==> config.mk <==
export PLATFORM = sky130hd
export DESIGN_NAME = mips_exec_datapath_flat
export DESIGN_NICKNAME = d
export VERILOG_FILES = /design/src/rtl/mips_exec_datapath_pkg.sv /design/src/rtl/mips_exec_datapath_if.sv /design/src/rtl/mips_exec_datapath_decoder.sv /design/src/rtl/mips_exec_datapath.sv /design/src/flat_wrapper.sv
export SDC_FILE = /design/constraint.sdc
export NUM_CORES = 2
export LEC_CHECK = 0
export BUFFER_PORTS_ARGS = -buffer_cell sky130_fd_sc_hd__buf_2
export CAP_MARGIN = 10
export CORE_ASPECT_RATIO = 1.1
export CORE_MARGIN = 2
export CORE_UTILIZATION = 45
export DETAILED_ROUTE_END_ITERATION = 10
export SYNTH_ARGS = -nofsm -noshare
export SYNTH_HDL_FRONTEND = slang
export SYNTH_SLANG_ARGS = --single-unit
==> constraint.sdc <==
create_clock -name CLK -period 6.46 [get_ports CLK]
set_clock_uncertainty 0.1 [all_clocks]
set_input_delay 0.646 -clock CLK [delete_from_list [all_inputs] [get_ports CLK]]
set_output_delay 0.646 -clock CLK [all_outputs]
set_load 0.1 [all_outputs]
==> src/rtl/mips_exec_datapath_pkg.sv <==
// ---------------------------------------------------------------------------
// mips_exec_pkg
// Shared definitions for the single-cycle MIPS execute slice: opcode and
// funct constants, the ALU operation encoding, the decoded control bundle
// and the default register reset value.
// No ports (package).
// ---------------------------------------------------------------------------
package mips_exec_pkg;

    localparam logic [31:0] DEF_RESET_VAL = 32'd4;

    // Primary opcodes (instr[31:26])
    localparam logic [5:0] OP_RTYPE = 6'h00;
    localparam logic [5:0] OP_J     = 6'h02;
    localparam logic [5:0] OP_BEQ   = 6'h04;
    localparam logic [5:0] OP_BNE   = 6'h05;
    localparam logic [5:0] OP_ADDI  = 6'h08;
    localparam logic [5:0] OP_ADDIU = 6'h09;
    localparam logic [5:0] OP_SLTI  = 6'h0A;
    localparam logic [5:0] OP_SLTIU = 6'h0B;
    localparam logic [5:0] OP_ANDI  = 6'h0C;
    localparam logic [5:0] OP_ORI   = 6'h0D;
    localparam logic [5:0] OP_XORI  = 6'h0E;
    localparam logic [5:0] OP_LUI   = 6'h0F;
    localparam logic [5:0] OP_LW    = 6'h23;
    localparam logic [5:0] OP_SW    = 6'h2B;

    // R-type function codes (instr[5:0])
    localparam logic [5:0] FN_ADD  = 6'h20;
    localparam logic [5:0] FN_ADDU = 6'h21;
    localparam logic [5:0] FN_SUB  = 6'h22;
    localparam logic [5:0] FN_SUBU = 6'h23;
    localparam logic [5:0] FN_AND  = 6'h24;
    localparam logic [5:0] FN_OR   = 6'h25;
    localparam logic [5:0] FN_XOR  = 6'h26;
    localparam logic [5:0] FN_NOR  = 6'h27;
    localparam logic [5:0] FN_SLT  = 6'h2A;
    localparam logic [5:0] FN_SLTU = 6'h2B;

    typedef enum logic [3:0] {
        ALU_ADD  = 4'd0,
        ALU_ADDU = 4'd1,
        ALU_SUB  = 4'd2,
        ALU_SUBU = 4'd3,
        ALU_AND  = 4'd4,
        ALU_OR   = 4'd5,
        ALU_XOR  = 4'd6,
        ALU_NOR  = 4'd7,
        ALU_SLT  = 4'd8,
        ALU_SLTU = 4'd9,
        ALU_LUI  = 4'd10
    } alu_ctr_t;

    typedef struct packed {
        logic     reg_dst;
        logic     reg_write;
        logic     alu_src;
        logic     sign_ext;
        logic     mem_read;
        logic     mem_write;
        logic     branch;
        logic     jump;
        alu_ctr_t alu_ctr;
    } ctrl_t;

endpackage

==> src/rtl/mips_exec_datapath_if.sv <==
// ---------------------------------------------------------------------------
// mips_exec_datapath_if
// Bus bundle between instruction fetch / next stage (master) and the execute
// slice (slave). There is no handshake: the slice consumes `instr` every
// cycle and every other signal is a plain combinational level.
//   instr, dbg_sel                : master -> slave
//   busA, busB, busW, dbg_data    : slave -> master (data buses)
//   alu_v, alu_cout, alu_zero     : slave -> master (ALU flags)
//   mem_read, mem_write, branch,
//   jump                          : slave -> master (decoded controls)
// ---------------------------------------------------------------------------
interface mips_exec_datapath_if;
    logic [31:0] instr;
    logic [4:0]  dbg_sel;
    logic [31:0] busA;
    logic [31:0] busB;
    logic [31:0] busW;
    logic [31:0] dbg_data;
    logic        alu_v;
    logic        alu_cout;
    logic        alu_zero;
    logic        mem_read;
    logic        mem_write;
    logic        branch;
    logic        jump;

    modport master (
        output instr, dbg_sel,
        input  busA, busB, busW, dbg_data,
        input  alu_v, alu_cout, alu_zero,
        input  mem_read, mem_write, branch, jump
    );

    modport slave (
        input  instr, dbg_sel,
        output busA, busB, busW, dbg_data,
        output alu_v, alu_cout, alu_zero,
        output mem_read, mem_write, branch, jump
    );
endinterface

==> src/rtl/mips_exec_datapath_decoder.sv <==
// ---------------------------------------------------------------------------
// exec_ctrl_decoder
// Purely combinational instruction decoder.
//   instr  in  32  instruction word
//   ctrl   out     decoded control bundle (ctrl_t), incl. alu_ctr
//   rs     out 5   instr[25:21]
//   rt     out 5   instr[20:16]
//   rd     out 5   instr[15:11]
//   imm16  out 16  instr[15:0]
// Unknown opcodes and unknown R-type functs decode to all-zero controls with
// ALU op ADD, so nothing is written and no side-effect signal is raised.
// ---------------------------------------------------------------------------
module exec_ctrl_decoder
    import mips_exec_pkg::*;
(
    input  logic [31:0] instr,
    output ctrl_t       ctrl,
    output logic [4:0]  rs,
    output logic [4:0]  rt,
    output logic [4:0]  rd,
    output logic [15:0] imm16
);

    logic [5:0] op;
    logic [5:0] funct;
    logic       unused_shamt;

    assign op           = instr[31:26];
    assign funct        = instr[5:0];
    assign rs           = instr[25:21];
    assign rt           = instr[20:16];
    assign rd           = instr[15:11];
    assign imm16        = instr[15:0];
    assign unused_shamt = ^instr[10:6];

    always_comb begin
        ctrl         = '0;
        ctrl.alu_ctr = ALU_ADD;
        case (op)
            OP_RTYPE: begin
                // Controls are raised only for a recognised funct.
                ctrl.reg_dst   = 1'b1;
                ctrl.reg_write = 1'b1;
                case (funct)
                    FN_ADD:  ctrl.alu_ctr = ALU_ADD;
                    FN_ADDU: ctrl.alu_ctr = ALU_ADDU;
                    FN_SUB:  ctrl.alu_ctr = ALU_SUB;
                    FN_SUBU: ctrl.alu_ctr = ALU_SUBU;
                    FN_AND:  ctrl.alu_ctr = ALU_AND;
                    FN_OR:   ctrl.alu_ctr = ALU_OR;
                    FN_XOR:  ctrl.alu_ctr = ALU_XOR;
                    FN_NOR:  ctrl.alu_ctr = ALU_NOR;
                    FN_SLT:  ctrl.alu_ctr = ALU_SLT;
                    FN_SLTU: ctrl.alu_ctr = ALU_SLTU;
                    default: begin
                        ctrl         = '0;
                        ctrl.alu_ctr = ALU_ADD;
                    end
                endcase
            end
            OP_ADDI, OP_ADDIU, OP_SLTI, OP_SLTIU: begin
                ctrl.reg_write = 1'b1;
                ctrl.alu_src   = 1'b1;
                ctrl.sign_ext  = 1'b1;
                case (op)
                    OP_ADDI:  ctrl.alu_ctr = ALU_ADD;
                    OP_ADDIU: ctrl.alu_ctr = ALU_ADDU;
                    OP_SLTI:  ctrl.alu_ctr = ALU_SLT;
                    default:  ctrl.alu_ctr = ALU_SLTU;
                endcase
            end
            OP_ANDI, OP_ORI, OP_XORI, OP_LUI: begin
                ctrl.reg_write = 1'b1;
                ctrl.alu_src   = 1'b1;
                case (op)
                    OP_ANDI: ctrl.alu_ctr = ALU_AND;
                    OP_ORI:  ctrl.alu_ctr = ALU_OR;
                    OP_XORI: ctrl.alu_ctr = ALU_XOR;
                    default: ctrl.alu_ctr = ALU_LUI;
                endcase
            end
            OP_LW: begin
                // Writes the effective address until a memory stage exists.
                ctrl.reg_write = 1'b1;
                ctrl.alu_src   = 1'b1;
                ctrl.sign_ext  = 1'b1;
                ctrl.mem_read  = 1'b1;
            end
            OP_SW: begin
                ctrl.alu_src   = 1'b1;
                ctrl.sign_ext  = 1'b1;
                ctrl.mem_write = 1'b1;
            end
            OP_BEQ, OP_BNE: begin
                ctrl.sign_ext = 1'b1;
                ctrl.branch   = 1'b1;
                ctrl.alu_ctr  = ALU_SUB;
            end
            OP_J: begin
                ctrl.jump = 1'b1;
            end
            default: begin
                ctrl         = '0;
                ctrl.alu_ctr = ALU_ADD;
            end
        endcase
    end

endmodule

==> src/rtl/mips_exec_datapath.sv <==
// ---------------------------------------------------------------------------
// mips_exec_datapath
// Single-cycle MIPS execute slice: decoder, 32x32 register file (2 async
// reads, 1 sync write), immediate extender and ALU. The ALU result is the
// write-back data.
//   CLK  in   clock, all state updates on rising edge
//   rst  in   synchronous active-high reset, loads RESET_VAL in every register
//   bus  slave modport of mips_exec_datapath_if (instr/dbg_sel in; buses,
//        flags and decoded controls out, all combinational)
// Register $0 is an ordinary writable register.
// ---------------------------------------------------------------------------
module mips_exec_datapath
    import mips_exec_pkg::*;
#(
    parameter logic [31:0] RESET_VAL = DEF_RESET_VAL
) (
    input  logic                  CLK,
    input  logic                  rst,
    mips_exec_datapath_if.slave   bus
);

    ctrl_t       ctrl;
    logic [4:0]  rs;
    logic [4:0]  rt;
    logic [4:0]  rd;
    logic [4:0]  rw;
    logic [15:0] imm16;
    logic [31:0] imm32;
    logic [31:0] regs [32];
    logic [31:0] a;
    logic [31:0] b;
    logic [31:0] alu_b;
    logic [31:0] b_eff;
    logic [32:0] sum;
    logic        sub_op;
    logic [31:0] result;
    logic        ovf;

    exec_ctrl_decoder u_decoder (
        .instr (bus.instr),
        .ctrl  (ctrl),
        .rs    (rs),
        .rt    (rt),
        .rd    (rd),
        .imm16 (imm16)
    );

    // Register file: reads see the pre-edge contents during a write cycle.
    always_ff @(posedge CLK) begin
        if (rst) begin
            for (int i = 0; i < 32; i++) begin
                regs[i] <= RESET_VAL;
            end
        end else if (ctrl.reg_write) begin
            regs[rw] <= result;
        end
    end

    assign rw    = ctrl.reg_dst ? rd : rt;
    assign a     = regs[rs];
    assign b     = regs[rt];
    assign imm32 = ctrl.sign_ext ? {{16{imm16[15]}}, imm16} : {16'd0, imm16};
    assign alu_b = ctrl.alu_src ? imm32 : b;

    // Subtract-class ops (including the compares) share one A + ~B + 1 adder.
    always_comb begin
        sub_op = (ctrl.alu_ctr == ALU_SUB)  || (ctrl.alu_ctr == ALU_SUBU) ||
                 (ctrl.alu_ctr == ALU_SLT)  || (ctrl.alu_ctr == ALU_SLTU);
        b_eff  = sub_op ? ~alu_b : alu_b;
        sum    = {1'b0, a} + {1'b0, b_eff} + {32'd0, sub_op};
        // Signed overflow: operands of equal sign produce a result of the
        // other sign (B already inverted for subtraction).
        ovf    = (a[31] == b_eff[31]) && (sum[31] != a[31]);

        result = sum[31:0];
        case (ctrl.alu_ctr)
            ALU_ADD, ALU_ADDU, ALU_SUB, ALU_SUBU: result = sum[31:0];
            ALU_AND:  result = a & alu_b;
            ALU_OR:   result = a | alu_b;
            ALU_XOR:  result = a ^ alu_b;
            ALU_NOR:  result = ~(a | alu_b);
            ALU_SLT:  result = {31'd0, $signed(a) < $signed(alu_b)};
            ALU_SLTU: result = {31'd0, a < alu_b};
            ALU_LUI:  result = {alu_b[15:0], 16'd0};
            default:  result = sum[31:0];
        endcase
    end

    assign bus.busA      = a;
    assign bus.busB      = b;
    assign bus.busW      = result;
    assign bus.alu_cout  = sum[32];
    assign bus.alu_v     = ((ctrl.alu_ctr == ALU_ADD) || (ctrl.alu_ctr == ALU_SUB)) ? ovf : 1'b0;
    assign bus.alu_zero  = (result == 32'd0);
    assign bus.mem_read  = ctrl.mem_read;
    assign bus.mem_write = ctrl.mem_write;
    assign bus.branch    = ctrl.branch;
    assign bus.jump      = ctrl.jump;
    assign bus.dbg_data  = regs[bus.dbg_sel];

endmodule

==> src/flat_wrapper.sv <==
// flat-port wrapper written by rule: the top's interface ports become plain ports
module mips_exec_datapath_flat import mips_exec_pkg::*;
#(
    parameter logic [31:0] RESET_VAL = DEF_RESET_VAL
)
  (CLK, rst, bus_instr, bus_dbg_sel, bus_busA, bus_busB, bus_busW, bus_dbg_data, bus_alu_v, bus_alu_cout, bus_alu_zero, bus_mem_read, bus_mem_write, bus_branch, bus_jump);
  mips_exec_datapath_if bus_i ();
  input  logic CLK;
  input  logic rst;
  input wire logic [$bits(bus_i.instr)-1:0] bus_instr;
  input wire logic [$bits(bus_i.dbg_sel)-1:0] bus_dbg_sel;
  output wire logic [$bits(bus_i.busA)-1:0] bus_busA;
  output wire logic [$bits(bus_i.busB)-1:0] bus_busB;
  output wire logic [$bits(bus_i.busW)-1:0] bus_busW;
  output wire logic [$bits(bus_i.dbg_data)-1:0] bus_dbg_data;
  output wire logic [$bits(bus_i.alu_v)-1:0] bus_alu_v;
  output wire logic [$bits(bus_i.alu_cout)-1:0] bus_alu_cout;
  output wire logic [$bits(bus_i.alu_zero)-1:0] bus_alu_zero;
  output wire logic [$bits(bus_i.mem_read)-1:0] bus_mem_read;
  output wire logic [$bits(bus_i.mem_write)-1:0] bus_mem_write;
  output wire logic [$bits(bus_i.branch)-1:0] bus_branch;
  output wire logic [$bits(bus_i.jump)-1:0] bus_jump;
  assign bus_i.instr = bus_instr;
  assign bus_i.dbg_sel = bus_dbg_sel;
  assign bus_busA = bus_i.busA;
  assign bus_busB = bus_i.busB;
  assign bus_busW = bus_i.busW;
  assign bus_dbg_data = bus_i.dbg_data;
  assign bus_alu_v = bus_i.alu_v;
  assign bus_alu_cout = bus_i.alu_cout;
  assign bus_alu_zero = bus_i.alu_zero;
  assign bus_mem_read = bus_i.mem_read;
  assign bus_mem_write = bus_i.mem_write;
  assign bus_branch = bus_i.branch;
  assign bus_jump = bus_i.jump;
  mips_exec_datapath #(.RESET_VAL(RESET_VAL)) u_core (.CLK(CLK), .rst(rst), .bus(bus_i));
endmodule
==> results.json <==
{
  "synth_nets": 4762,
  "fin_crit_ns": 6.90,
  "seq_area_frac_synth": 0.466,
  "antenna_found_initial": 8,
  "routedWlPerCell_um": 38.2,
  "cts_max_path_buffers": 3,
  "fin_util": 0.541,
  "ys_types": 88,
  "cts_tree": "done",
  "antenna_left": 0,
  "cts_made_buffers": 103,
  "combPwrFrac": 0.382,
  "insertion_delay_ns": 0.73,
  "drtIter0Drc": 7578,
  "peakVddDrop_mv": 0.389,
  "switching_share": 0.383,
  "setup_slack_ns": -0.441,
  "drive_gt1_frac": 0.432,
  "vias": 49400,
  "totalWireLength_um": 270000,
  "largest_register_ffs": 1024,
  "hold_viol": 0,
  "root_buffer": "clkbuf_16",
  "setup_viol": 5,
  "p_clk_frac": 0.276,
  "async_flop_share": 0,
  "die_area_um2": 150000,
  "cts_hold_buffers": 0,
  "grt_usage": 0.358,
  "max-slew-margin-rel": 0.289,
  "netlist_instances": 4595,
  "place_hpwl_um": 167000,
  "grt_overflow_total": 0,
  "globalplace.congestion": 0.988,
  "io_buffers": 173,
  "reg_top3": "u_core.regs (1024)",
  "yosysWarningCount": 0,
  "start_kind": "flip-flop",
  "top_register": "u_core.regs",
  "cts-htree-levels": 3,
  "seqPwrFrac": 0.342,
  "synth_flop_cell": "edfxtp_1",
  "timing.fmax_mhz": 145,
  "rsz0062_at_grt": "true",
  "tightest_slew_ns": 1.07,
  "arrival_ns": 6.16,
  "critPathMaxFanout": 3,
  "vias_per_cell": 7.00,
  "maxCapViolCount": 0,
  "layout_common_cells": "edfxtp_1, nor2_1, mux4_2",
  "area_growth_pct": 19.5,
  "cp-end-kind": "output pin",
  "fin_nets": 5200,
  "drt-pass1-iter-count": 6,
  "internal_power_uw": 13900,
  "cp_data_required_time_ns": 5.71,
  "critPathKind": "reg -> out",
  "clk_pin_slew_ns": 0.06,
  "syn_area_um2": 65900,
  "drc": 0,
  "grt_pass1_wl_um": 372000,
  "dp.cells": 6798,
  "slew_viol_final": 0,
  "clkSinkCount": 1024,
  "die_width_um": 369,
  "ioPinCount": 174,
  "grt_max_degree": 96,
  "power.switching_uw": 8640,
  "p_leak_uw": 0.0290,
  "die_y_um": 405,
  "status": "complete, but fails checks",
  "violations": "negative setup slack",
  "layout_commonest_cell": "edfxtp_1",
  "initial_utilization": 0.453,
  "grt_pass1_vias": 48300,
  "hold_path_class": "in -> reg",
  "synth_edf_count": 1024,
  "row_count": 147,
  "syn_avg_cell_area_um2": 14.3,
  "ys_seq_elements": 1024,
  "core_area_um2": 146000,
  "p_per_area_nw_per_um2": 286,
  "period_share": 1.07,
  "layout.cells.non_filler": 7058
}
## cells by family after synthesis
family	synth area share
mux	0.345
compound gates	0.0309
fa+ha+maj	0.0244
buf+inv	0.0356
simple gates	0.0904
xor+xnor	0.00731
flops	0.466
## power groups by stage
stage	registers (uW)	logic (uW)	clock network (uW)
after global placement	7810	8060	0
final	7700	8620	6220
after detailed placement	7830	8090	0
after CTS	7690	8290	6250
after global routing	7720	8910	6470
after floorplan	7770	5110	0
## metrics by stage
stage | instance area, um^2 | hold WS [ns] | setup WS, ns | power (uW) | TNS (ns)
finish | 78800 | 0.714 | -0.441 | 22500 | -0.854
global route | 78800 | 0.711 | -0.569 | 23100 | -1.64
CTS | 78000 | 0.662 | -0.439 | 22200 | -0.826
detailed placement | 74000 | 1.40 | -0.934 | 15900 | -20.55
global placement | 74000 | 1.39 | -0.920 | 15900 | -15.25
floorplan | 67200 | 0.954 | -0.758 | 12900 | -1.49
## cells in the mapped netlist (all sizes together), types with 48 or more instances
| cell type | count | area [um^2] |
|---|---|---|
| o21ai | 65 | 344 |
| nor2b | 48 | 300 |
| nand3 | 64 | 325 |
| clkbuf | 363 | 1360 |
| mux2i | 75 | 751 |
| mux4 | 944 | 21300 |
| inv | 121 | 454 |
| mux2 | 66 | 743 |
| buf | 123 | 528 |
| nor2 | 1019 | 3850 |
| a21oi | 64 | 320 |
| edfxtp | 1024 | 30700 |
| nand2 | 141 | 529 |
| ha | 127 | 1590 |
## metal layers
metal,global-route usage,part of all wire,vias to the layer above
li1,-,-,19000
met1,0.450,0.34,25500
met2,0.552,0.46,3962
met3,0.108,0.14,903
met4,0.204,0.068,8
met5,0.00587,0.00060,-
## final cells by class
| class | count | area, um^2 |
|---|---|---|
| multi-input cells | 2964 | 34100 |
| clock buffers | 126 | 2660 |
| diodes | 1 | 2.50 |
| clock inverters | 66 | 753 |
| fillers | 11900 | 66800 |
| inverters | 121 | 490 |
| flip-flops and latches | 1024 | 30700 |
| repair buffers | 819 | 7610 |
| well taps | 1937 | 2420 |
## worst max-delay path: stages (launching register included)
cell and delay (ns):
edfxtp_1 0.42, mux4_2 0.48, mux4_2 0.53, mux2_4 0.34
mux2i_4 0.19, xnor2_2 0.14, inv_1 0.07, fa_2 0.34
nand2b_4 0.17, a21oi_4 0.19, buf_6 0.13, nor2_2 0.03
o21ai_1 0.14, buf_4 0.16, xor2_4 0.08, a211oi_4 0.29
nand3_2 0.16, nor4b_4 0.44, nand4_1 0.21, nor3_2 0.22
nand4_1 0.19, nor3b_4 0.29, buf_12 0.21
## final timing paths
check                                         start                                end  slack [ns]  depth (start not counted)
setup / recovery   u_core.regs[28][1]$_SDFFCE_PN0P_                       bus_alu_zero       -0.44                         22
hold / removal                        bus_instr[15]   u_core.regs[17][2]$_SDFFCE_PN1P_        0.71                          5
setup reg to reg   u_core.regs[15][5]$_SDFFCE_PN0P_  u_core.regs[20][31]$_SDFFCE_PN0P_        0.76                         21
hold reg to reg   u_core.regs[27][25]$_SDFFCE_PN0P_  u_core.regs[13][25]$_SDFFCE_PN0P_        1.91                          9
## timing repair
| action | 4_1_cts | 5_1_grt |
|---|---|---|
| setup buffers | 25 | 42 |
| setup endpoints to repair | 20 | 19 |
| cloned | 2 | 5 |
| resized for setup | 71 | 84 |
| pin swaps | 30 | 45 |
Note: power is estimated with default switching activity, not from simulation.
